<file path="src/rtl/tcp_pkg.sv">
// Shared types and constants for the TCP transmit-control path.
// Command encoding, header flag values and fixed header geometry.
package tcp_pkg;

  typedef enum logic [2:0] {
    TX_CTRL_NOP      = 3'd0,
    TX_CTRL_SEND_SYN = 3'd1,
    TX_CTRL_SEND_ACK = 3'd2,
    TX_CTRL_SEND_FIN = 3'd3,
    TX_CTRL_SEND_RST = 3'd4
  } tx_ctrl_t;

  typedef enum logic {
    ST_IDLE = 1'b0,
    ST_SEND = 1'b1
  } tx_state_t;

  localparam logic [7:0] TCP_FLAG_FIN = 8'h01;
  localparam logic [7:0] TCP_FLAG_SYN = 8'h02;
  localparam logic [7:0] TCP_FLAG_RST = 8'h04;
  localparam logic [7:0] TCP_FLAG_ACK = 8'h10;

  localparam int TCP_HDR_WORDS = 5;
  localparam logic [3:0] TCP_DATA_OFFSET = 4'd5;

  // Flag byte carried in the header for each command; FIN also acknowledges.
  function automatic logic [7:0] tcp_flags_for(input tx_ctrl_t cmd);
    logic [7:0] f;
    f = 8'h00;
    case (cmd)
      TX_CTRL_SEND_SYN: f = TCP_FLAG_SYN;
      TX_CTRL_SEND_ACK: f = TCP_FLAG_ACK;
      TX_CTRL_SEND_FIN: f = TCP_FLAG_FIN | TCP_FLAG_ACK;
      TX_CTRL_SEND_RST: f = TCP_FLAG_RST;
      default:          f = 8'h00;
    endcase
    return f;
  endfunction

endpackage

</file>
<file path="src/rtl/tcp_tx_ctrl.sv">
// Executes TCP control commands: tracks SND.NXT and streams a 20-byte header.
// Handshake: a command is taken when o_tx_ctrl_ack=1 (same cycle as valid); a stream word moves when o_tvalid & i_tready.
module tcp_tx_ctrl
  import tcp_pkg::*;
#(
  parameter logic [15:0] WINDOW        = 16'h0400,
  parameter int          NUM_HDR_WORDS = TCP_HDR_WORDS
) (
  input  logic        i_clk,
  input  logic        i_rst_n,
  input  logic        i_enable,
  input  logic [15:0] i_src_port,
  input  logic [15:0] i_dst_port,
  input  logic [31:0] i_isn,
  input  logic [31:0] i_rcv_nxt,
  input  tx_ctrl_t    i_tx_ctrl,
  input  logic        i_tx_ctrl_valid,
  output logic        o_tx_ctrl_ack,
  output logic [31:0] o_snd_nxt,
  output logic [31:0] o_tdata,
  output logic        o_tvalid,
  input  logic        i_tready,
  output logic        o_tlast,
  output logic        o_busy
);

  localparam logic [2:0] LAST_K = 3'(NUM_HDR_WORDS - 1);

  tx_state_t   state_q, state_d;
  logic [2:0]  k_q;
  logic [31:0] ports_q;
  logic [31:0] seq_q;
  logic [31:0] ack_num_q;
  logic [7:0]  flags_q;
  logic [31:0] snd_nxt_q;
  logic        accept;
  logic        xfer;

  function automatic logic [31:0] hdr_word(
    input logic [2:0]  k,
    input logic [31:0] ports,
    input logic [31:0] seq,
    input logic [31:0] ack_num,
    input logic [7:0]  flags
  );
    logic [31:0] w;
    w = 32'h0;
    case (k)
      3'd0:    w = ports;
      3'd1:    w = seq;
      3'd2:    w = ack_num;
      3'd3:    w = {TCP_DATA_OFFSET, 4'd0, flags, WINDOW};
      default: w = 32'h0;
    endcase
    return w;
  endfunction

  assign xfer = (state_q == ST_SEND) && i_tready;

  // Ack is combinational so the requester can advance in the accept cycle.
  always_comb begin
    state_d = state_q;
    accept  = 1'b0;
    case (state_q)
      ST_IDLE: begin
        if (i_enable && i_tx_ctrl_valid && (i_tx_ctrl != TX_CTRL_NOP)) begin
          accept  = 1'b1;
          state_d = ST_SEND;
        end
      end
      ST_SEND: begin
        if (i_tready && (k_q == LAST_K)) begin
          state_d = ST_IDLE;
        end
      end
      default: state_d = ST_IDLE;
    endcase
  end

  always_ff @(posedge i_clk or negedge i_rst_n) begin
    if (!i_rst_n) begin
      state_q <= ST_IDLE;
    end else begin
      state_q <= state_d;
    end
  end

  always_ff @(posedge i_clk or negedge i_rst_n) begin
    if (!i_rst_n) begin
      k_q <= 3'd0;
    end else if (xfer) begin
      k_q <= (k_q == LAST_K) ? 3'd0 : k_q + 3'd1;
    end
  end

  // Header fields are frozen at accept so the words stay stable under backpressure.
  always_ff @(posedge i_clk or negedge i_rst_n) begin
    if (!i_rst_n) begin
      ports_q   <= 32'h0;
      seq_q     <= 32'h0;
      ack_num_q <= 32'h0;
      flags_q   <= 8'h0;
      snd_nxt_q <= 32'h0;
    end else if (accept) begin
      ports_q <= {i_src_port, i_dst_port};
      flags_q <= tcp_flags_for(i_tx_ctrl);
      case (i_tx_ctrl)
        TX_CTRL_SEND_SYN: begin
          seq_q     <= i_isn;
          ack_num_q <= 32'h0;
          snd_nxt_q <= i_isn + 32'd1;
        end
        TX_CTRL_SEND_FIN: begin
          seq_q     <= snd_nxt_q;
          ack_num_q <= i_rcv_nxt;
          snd_nxt_q <= snd_nxt_q + 32'd1;
        end
        TX_CTRL_SEND_ACK: begin
          seq_q     <= snd_nxt_q;
          ack_num_q <= i_rcv_nxt;
        end
        default: begin
          seq_q     <= snd_nxt_q;
          ack_num_q <= 32'h0;
        end
      endcase
    end
  end

  assign o_tx_ctrl_ack = accept;
  assign o_snd_nxt     = snd_nxt_q;
  assign o_tvalid      = (state_q == ST_SEND);
  assign o_busy        = (state_q == ST_SEND);
  assign o_tlast       = (state_q == ST_SEND) && (k_q == LAST_K);
  assign o_tdata       = (state_q == ST_SEND) ?
                         hdr_word(k_q, ports_q, seq_q, ack_num_q, flags_q) : 32'h0;

endmodule
</file>
<file path="config.mk">
export PLATFORM = sky130hd
export DESIGN_NAME = tcp_tx_ctrl
export DESIGN_NICKNAME = d
export VERILOG_FILES = /design/src/rtl/tcp_pkg.sv /design/src/rtl/tcp_tx_ctrl.sv
export SDC_FILE = /design/constraint.sdc
export NUM_CORES = 1
export LEC_CHECK = 0
export ABC_AREA = 1
export CORE_MARGIN = 1
export CORE_UTILIZATION = 51
export DETAILED_ROUTE_END_ITERATION = 12
export PLACE_DENSITY_LB_ADDON = 0.12
export SLEW_MARGIN = 20
export SYNTH_ARGS = -nofsm -noshare
export SYNTH_HDL_FRONTEND = slang
export SYNTH_SLANG_ARGS = --single-unit
</file>
<file path="constraint.sdc">
create_clock -name i_clk -period 2.4 [get_ports i_clk]
set_clock_uncertainty 0.15 [all_clocks]
set_input_delay 0.24 -clock i_clk [delete_from_list [all_inputs] [get_ports i_clk]]
set_output_delay 0.24 -clock i_clk [all_outputs]
set_load 0.05 [all_outputs]
</file>
==> metrics.yaml, run 1 <==
synth:
  synthArstFlopShare_pct: 100
  syn-num-nets: 1196
  ys_seq_area_share_pct: 44.7
  synth_top_area_cell: "dfrtp_1"
  synth_edf_count: 0
  synth_area_per_cell_um2: 7.02
  ys_top_cells_by_count: "nand2_1 (428), dfrtp_1 (136), inv_1 (128)"
  synth-seq-cells: 136
  syn_inst: 1086
  ys.flop_type: "dfrtp_1"
  yosysMostFrequentCell: "nand2_1"
  ys_top_cells_by_area: "dfrtp_1 (45%), nand2_1 (21%), inv_1 (6.3%), nor2_1 (4.2%), o21ai_0 (4.0%)"
  syn-cell-area_um2: 7620
  yosys_warnings: 0
  synth_top_area_share_pct: 44.7
  synth_cell_types: 29
sta:
  period_share_pct: 105
  setup_violations: 23
  rsz0062_at_grt: "yes"
  max_slew_margin_pct: 63.2
  finalMaxSlewViolations: 0
  fmax_mhz: 397
  worstMarginPinSlew_ns: 0.552
  setup_ws_ns: -0.118
  fin_crit_ns: 2.52
  hold_viol: 0
  timing.hold.ws_ns: 0.201
drt:
  drt-met1-wl_um: 11200
  detail_route.iter0.violations: 855
  vias_per_cell: 5.53
  vias: 8439
  highest_layer: "met4"
  finalWirelength_um: 27600
  ant_nets: 0
  wl_per_cell_um: 18.1
  drt-pass1-iter-count: 5
  routed-wl-met3_um: 2430
  drc: 0
  wl_met2_um: 13100
global_route:
  grt_pass1_wl_um: 41300
  grtUsageTotal_pct: 33.7
  antenna_found_initial: 0
  grt_max_degree: 59
  overflow: 0
  first_global_vias: 7991
clock_network:
  clock-root-buffer: "clkbuf_16"
  clk_latency_ns: 0.42
  cts_tree: "yes"
  tritoncts.num_buffers: 17
  path_clk_slew_ns: 0.06
  cts.sinks: 136
  clock_path_buffers: 2
  htreeDepth: 4
worst_setup_path:
  start_kind: "register"
  slowest_delay_ns: 0.46
  cp_max_fo: 7
  critPathKind: "register to primary output"
  path_delay_family: "buffers and inverters"
  arrival_ns: 2.13
  timing.rr.start: "o_snd_nxt[0]"
  timing.critical_path.mode_cell: "nand2_1"
  cp_slowest_cell: "dfrtp_1"
  critical_path_required_ns: 2.01
  crit_buf_inv: 5
  startpoint: "k_q[0]"
  setup.worst_path.end_class: "primary output"
  cp_cell_sequence: "buf_6 -> ha_4 -> nand2_4 -> inv_8 -> clkbuf_16 -> nand2_1 -> o211ai_1 -> nand2_1 -> inv_1 -> buf_12"
floorplanning:
  core_area_um2: 14500
  num_io_pins: 172
  die_y_um: 124
  dieArea_um2: 15400
  rows: 44
  die_w_um: 124
  initial_utilization_pct: 52.4
place:
  portBuffers: 171
  place_congestion: 0.928
  dp_slack_ns: -0.143
  detailed_place.area_um2: 10500
  hpwlAfterDp_um: 17500
finish:
  postLayoutCoreUtil_pct: 80.4
  layout-drive-gt1-share_pct: 19.9
  n_antenna_cell: 0
  syn_to_final_growth_pct: 53.4
  finalNetCount: 1439
  stdcell_area_um2: 11700
pwr:
  powerDensity_nw_per_um2: 1300
  p_leak_uw: 0.00567
  vdd_drop_max_mv: 0.865
run:
  maxCapViolCount: 0
hold_path:
  hp-class: "input port to async pin"
run_status:
  outcome: "finished with violations"
  violations: "negative setup slack"
==> cell usage in the layout, fill, tap and decap left out, drive strengths merged, types with 7 or more instances in the layout <==
cell type / n
a221oi: 7
buf: 139
clkbuf: 25
clkdlybuf4s50: 134
dfrtp: 136
inv: 133
nand2: 434
nand3: 39
nand4: 18
nor2: 98
o211ai: 25
o21ai: 85
o22ai: 37
==> cells by family (layout without fill, tap and decap cells) <==
logic type / Yosys count / count (layout) / share of synthesized area [%]
DFF: 136 / 136 / 44.7
and+or+nand+nor: 594 / 594 / 31.5
adders and majority gates: 6 / 6 / 0.985
buffers and inverters: 187 / 443 / 9.97
AOI/OAI and AO/OA: 158 / 158 / 12.3
xor gates and xnor gates: 5 / 5 / 0.575
==> state kept, by name (all words and copies together), names as in the netlist <==
signal,flops
flags_q,4
ack_num_q,32
k_q,3
seq_q,32
o_snd_nxt,32
o_busy,1
ports_q,32
==> power by group <==
group,switching (uW),internal (uW)
clock network,1040,1930
logic,4740,3380
registers,868,3300
==> metrics by stage <==
| step | setup TNS, ns | power (uW) | instances |
|---|---|---|---|
| 6_report | -0.837 | 15300 | 1526 |
| 3_5_place_dp | -1.39 | 10900 | 1476 |
| 3_3_place_gp | -0.541 | 10800 | 1476 |
| 4_1_cts | -0.488 | 14400 | 1517 |
| 5_1_grt | -2.53 | 15900 | 1526 |
| 2_1_floorplan | 0 | 7800 | 1086 |
==> per-layer routing <==
layer  up-vias  global-route usage [%]
met5         -                       0
met4         0                    11.0
met3        75                    6.59
met2       499                    54.0
met1      3942                    46.0
li1       3923                       -
==> repair_timing <==
| action | 4_1_cts | 5_1_grt |
|---|---|---|
| hold buffers | 1 | 0 |
| pin swaps | 4 | 9 |
| gates cloned | 2 | 4 |
| buffers inserted | 6 | 5 |
| resized for setup | 28 | 73 |
| hold endpoints to repair | 54 | 0 |
| endpoints found under the setup margin | 32 | 33 |
==> final timing paths <==
check / depth (start not counted) / endpoint / slack (ns)
setup / recovery: 10 / o_tdata[2] / -0.12
hold / removal: 2 / ports_q[6] / 0.20
setup reg to reg: 10 / o_snd_nxt[26] / 0.40
hold reg to reg: 2 / ports_q[22] / 0.33
max in group asynchronous: 3 / seq_q[17] / 1.23
min in group i_clk: 3 / ports_q[6] / 0.20
==> final cells by class <==
type,instances,area (um^2)
multi-input cells,763,3710
flip-flops and latches,136,3400
repair buffers,278,3160
fillers,965,2850
inverters,132,510
clock buffers,21,470
well taps,184,230
clock inverters,11,194
repair inverters,1,11.3
(Power assumes the default switching activity.)
==> inputs of run 2 (changes only) <==
--- a/config.mk
+++ b/config.mk
@@ -7,7 +7,7 @@
 export LEC_CHECK = 0
 export ABC_AREA = 1
 export CORE_MARGIN = 1
-export CORE_UTILIZATION = 51
+export CORE_UTILIZATION = 55
 export DETAILED_ROUTE_END_ITERATION = 12
 export PLACE_DENSITY_LB_ADDON = 0.12
 export SLEW_MARGIN = 20
==> constraint.sdc (replaced) <==
create_clock -name i_clk -period 2.9 [get_ports i_clk]
set_clock_uncertainty 0.15 [all_clocks]
set_input_delay 0.29 -clock i_clk [delete_from_list [all_inputs] [get_ports i_clk]]
set_output_delay 0.29 -clock i_clk [all_outputs]
set_load 0.05 [all_outputs]
==> run 2 against run 1 <==
Against the previous run:
- the run now ends clean
- first-iteration DRC count shrank 2.5%
- via count shrank 6.8%
- core utilization shrank 2.5 points
- non-clock buffer count shrank 85
- worst setup slack gained 0.27 ns
- design area shrank 11%
- critical path depth is the same
- power shrank 27%
- clock-buffer cell count grew 1
- die area shrank 7.2%
- cell count shrank 6.2%
- sequential cell count is the same
- critical path type unchanged
- highest routed layer unchanged
==> metrics.yaml, run 2 (synthesis results as in run 1) <==
drt:
  detail_route.iter0.violations: 834  # -2.5%
  drt-pass1-iter-count: 5  # unchanged
  vias: 7869  # -6.8%
  wl_per_cell_um: 16.8  # -7.2%
  drc: 0  # unchanged
  vias_per_cell: 5.50  # -0.56%
  finalWirelength_um: 24000  # -13%
  ant_nets: 0  # unchanged
sta:
  rsz0062_at_grt: "no"
  fin_crit_ns: 2.75
  finalMaxSlewViolations: 0  # unchanged
  max_slew_margin_pct: 36.2  # -27 points
  fmax_mhz: 364
  worstMarginPinSlew_ns: 0.956  # +0.404 ns
  setup_ws_ns: 0.153  # +0.271 ns
  hold_viol: 0  # unchanged
  tns_ns: 0  # +0.837 ns
  setup_violations: 0  # -100%
  period_share_pct: 94.7
worst_setup_path:
  cp-endpoint: "o_tdata[7]"
  timing.rr.end: "seq_q[10]"
  arrival_ns: 2.31  # +0.18 ns
  reg2reg_slack_ns: 0.74  # +0.34 ns
  startpoint: "k_q[1]"
  critical_path_required_ns: 2.46  # +0.45 ns
  start_kind: "register"
  timing.rr.start: "o_busy"
  ff2ff_path_depth: 7  # -3
  cp_max_fo: 28  # +21
  critPathKind: "register to primary output"
  setup.worst_path.end_class: "primary output"
hold_path:
  hp-class: "input port to async pin"
place:
  dp_slack_ns: 0.246  # +0.389 ns
  hpwlAfterDp_um: 16400  # -5.8%
  portBuffers: 171  # unchanged
  place_congestion: 0.921  # -0.75%
pwr:
  clkPwrFrac_pct: 20.0  # +0.6 points
  power.internal_uw: 6260  # -27%
  vdd_drop_max_mv: 0.712  # -18%
  pwr-share-comb_pct: 49.9  # -3.4 points
  switching_share_pct: 43.8  # +0.20 points
  powerDensity_nw_per_um2: 1070  # -18%
  switchingPower_uw: 4870  # -27%
  p_leak_uw: 0.00513  # -9.5%
  power_frac_seq_pct: 30.1  # +2.8 points
floorplanning:
  die_y_um: 120  # -3.6%
  core_area_um2: 13400  # -7.8%
  die_w_um: 120  # -3.6%
  rows: 42  # -4.5%
  initial_utilization_pct: 56.9  # +4.4 points
  num_io_pins: 172  # unchanged
  dieArea_um2: 14300  # -7.2%
finish:
  mostFrequentLayoutCells: "nand2_1 (427), dfrtp_1 (136), clkdlybuf4s50_1 (136)"
  syn_to_final_growth_pct: 37.0
  layout.cells.most_common: "nand2_1"
  layout-drive-gt1-share_pct: 8.84  # -11 points
  n_antenna_cell: 0  # unchanged
  n_fill_cell: 972  # +0.73%
  postLayoutCoreUtil_pct: 77.9  # -2.5 points
  finalNetCount: 1353  # -6.0%
clock_network:
  tritoncts.num_buffers: 17  # unchanged
  cts.sinks: 136  # unchanged
  htreeDepth: 4  # unchanged
  cts_tree: "yes"
  clock_path_buffers: 2  # unchanged
  clock-root-buffer: "clkbuf_16"
  clk_latency_ns: 0.42  # about the same
  path_clk_slew_ns: 0.06  # about the same
global_route:
  grtUsageTotal_pct: 34.6  # +0.91 points
  overflow: 0  # unchanged
  grt_pass1_wl_um: 38200  # -7.5%
  grt_max_degree: 68  # +15%
  first_global_vias: 7375  # -7.7%
  antenna_found_initial: 0  # unchanged
run:
  maxCapViolCount: 0  # unchanged
run_status:
  outcome: "finished clean"
-- run 2: changes by cell type in the layout (fill, tap and decap cells not counted), moves of 7 or more --
cell / before / now
a221oi_1: 0 / 7
inv_2: 24 / 4
nand2_1: 410 / 427
buf_4: 85 / 18
nor2_2: 17 / 9
nand2_2: 19 / 7
buf_12: 49 / 37
nor2_1: 78 / 86
inv_1: 105 / 128
-- run 2: per-stage QoR --
step / instance area, um^2 / std cells / total power [uW] / hold WS [ns]
6_report: 10400 / 1431 / 11100 / 0.224
2_1_floorplan: 7620 / 1086 / 6450 / -0.156
3_5_place_dp: 9830 / 1399 / 8830 / 0.112
4_1_cts: 10400 / 1431 / 11100 / 0.239
3_3_place_gp: 9830 / 1399 / 8720 / 0.114
5_1_grt: 10400 / 1431 / 11700 / 0.269
-- run 2: worst min-delay path by stage --
stage | end | slack (ns) | from | cells past startpoint
2_1_floorplan | ack_num_q[0] | -0.16 | i_rst_n | 0
3_3_place_gp | ports_q[8] | 0.11 | i_rst_n | 1
3_5_place_dp | ports_q[8] | 0.11 | i_rst_n | 1
4_1_cts | ports_q[8] | 0.24 | i_rst_n | 2
5_1_grt | ports_q[8] | 0.27 | i_rst_n | 2
6_report | ports_q[8] | 0.22 | i_rst_n | 2
-- run 2: power by group through the flow --
stage | Sequential (uW) | Clock, uW | Combinational, uW
finish | 3350 | 2220 | 5550
global route | 3430 | 2290 | 5930
CTS | 3330 | 2220 | 5550
detailed placement | 3340 | 0 | 5490
global placement | 3320 | 0 | 5400
floorplan | 3870 | 0 | 2580
-- run 2: metal layers --
metal | vias to the layer above | share of wire (%) | GRT usage, %
li1 | 3745 | - | -
met1 | 3673 | 43 | 48.8
met2 | 412 | 46 | 53.3
met3 | 39 | 9.1 | 7.22
met4 | 0 | 2.1 | 11.7
met5 | - | 0 | 0
-- run 2: layout make-up --
| cell class | instances | area (um^2) | share of cell area, % |
|---|---|---|---|
| inverter | 132 | 495 | 4.75 |
| multi-input combinational | 763 | 3470 | 33.2 |
| sequential | 136 | 3400 | 32.6 |
| tap | 176 | 220 | 2.11 |
| timing repair buffer | 193 | 2260 | 21.6 |
| clock inverter | 9 | 123 | 1.17 |
| clock buffer | 22 | 474 | 4.54 |
-- run 2: worst max-delay path, cell delays in order, from the launching register on --
cell      delay [ns]
dfrtp_1         0.39
inv_1           0.10
ha_1            0.16
nand2_1         0.06
inv_1           0.17
buf_4           0.34
nand2_1         0.16
o211ai_1        0.16
nand2_1         0.08
inv_1           0.11
buf_12          0.14
-- run 2: timing repair --
action,CTS,global route
setup buffers,0,0
resized for setup,0,1
endpoints found under the hold margin,48,0
endpoints found under the setup margin,0,2
hold buffers,1,0
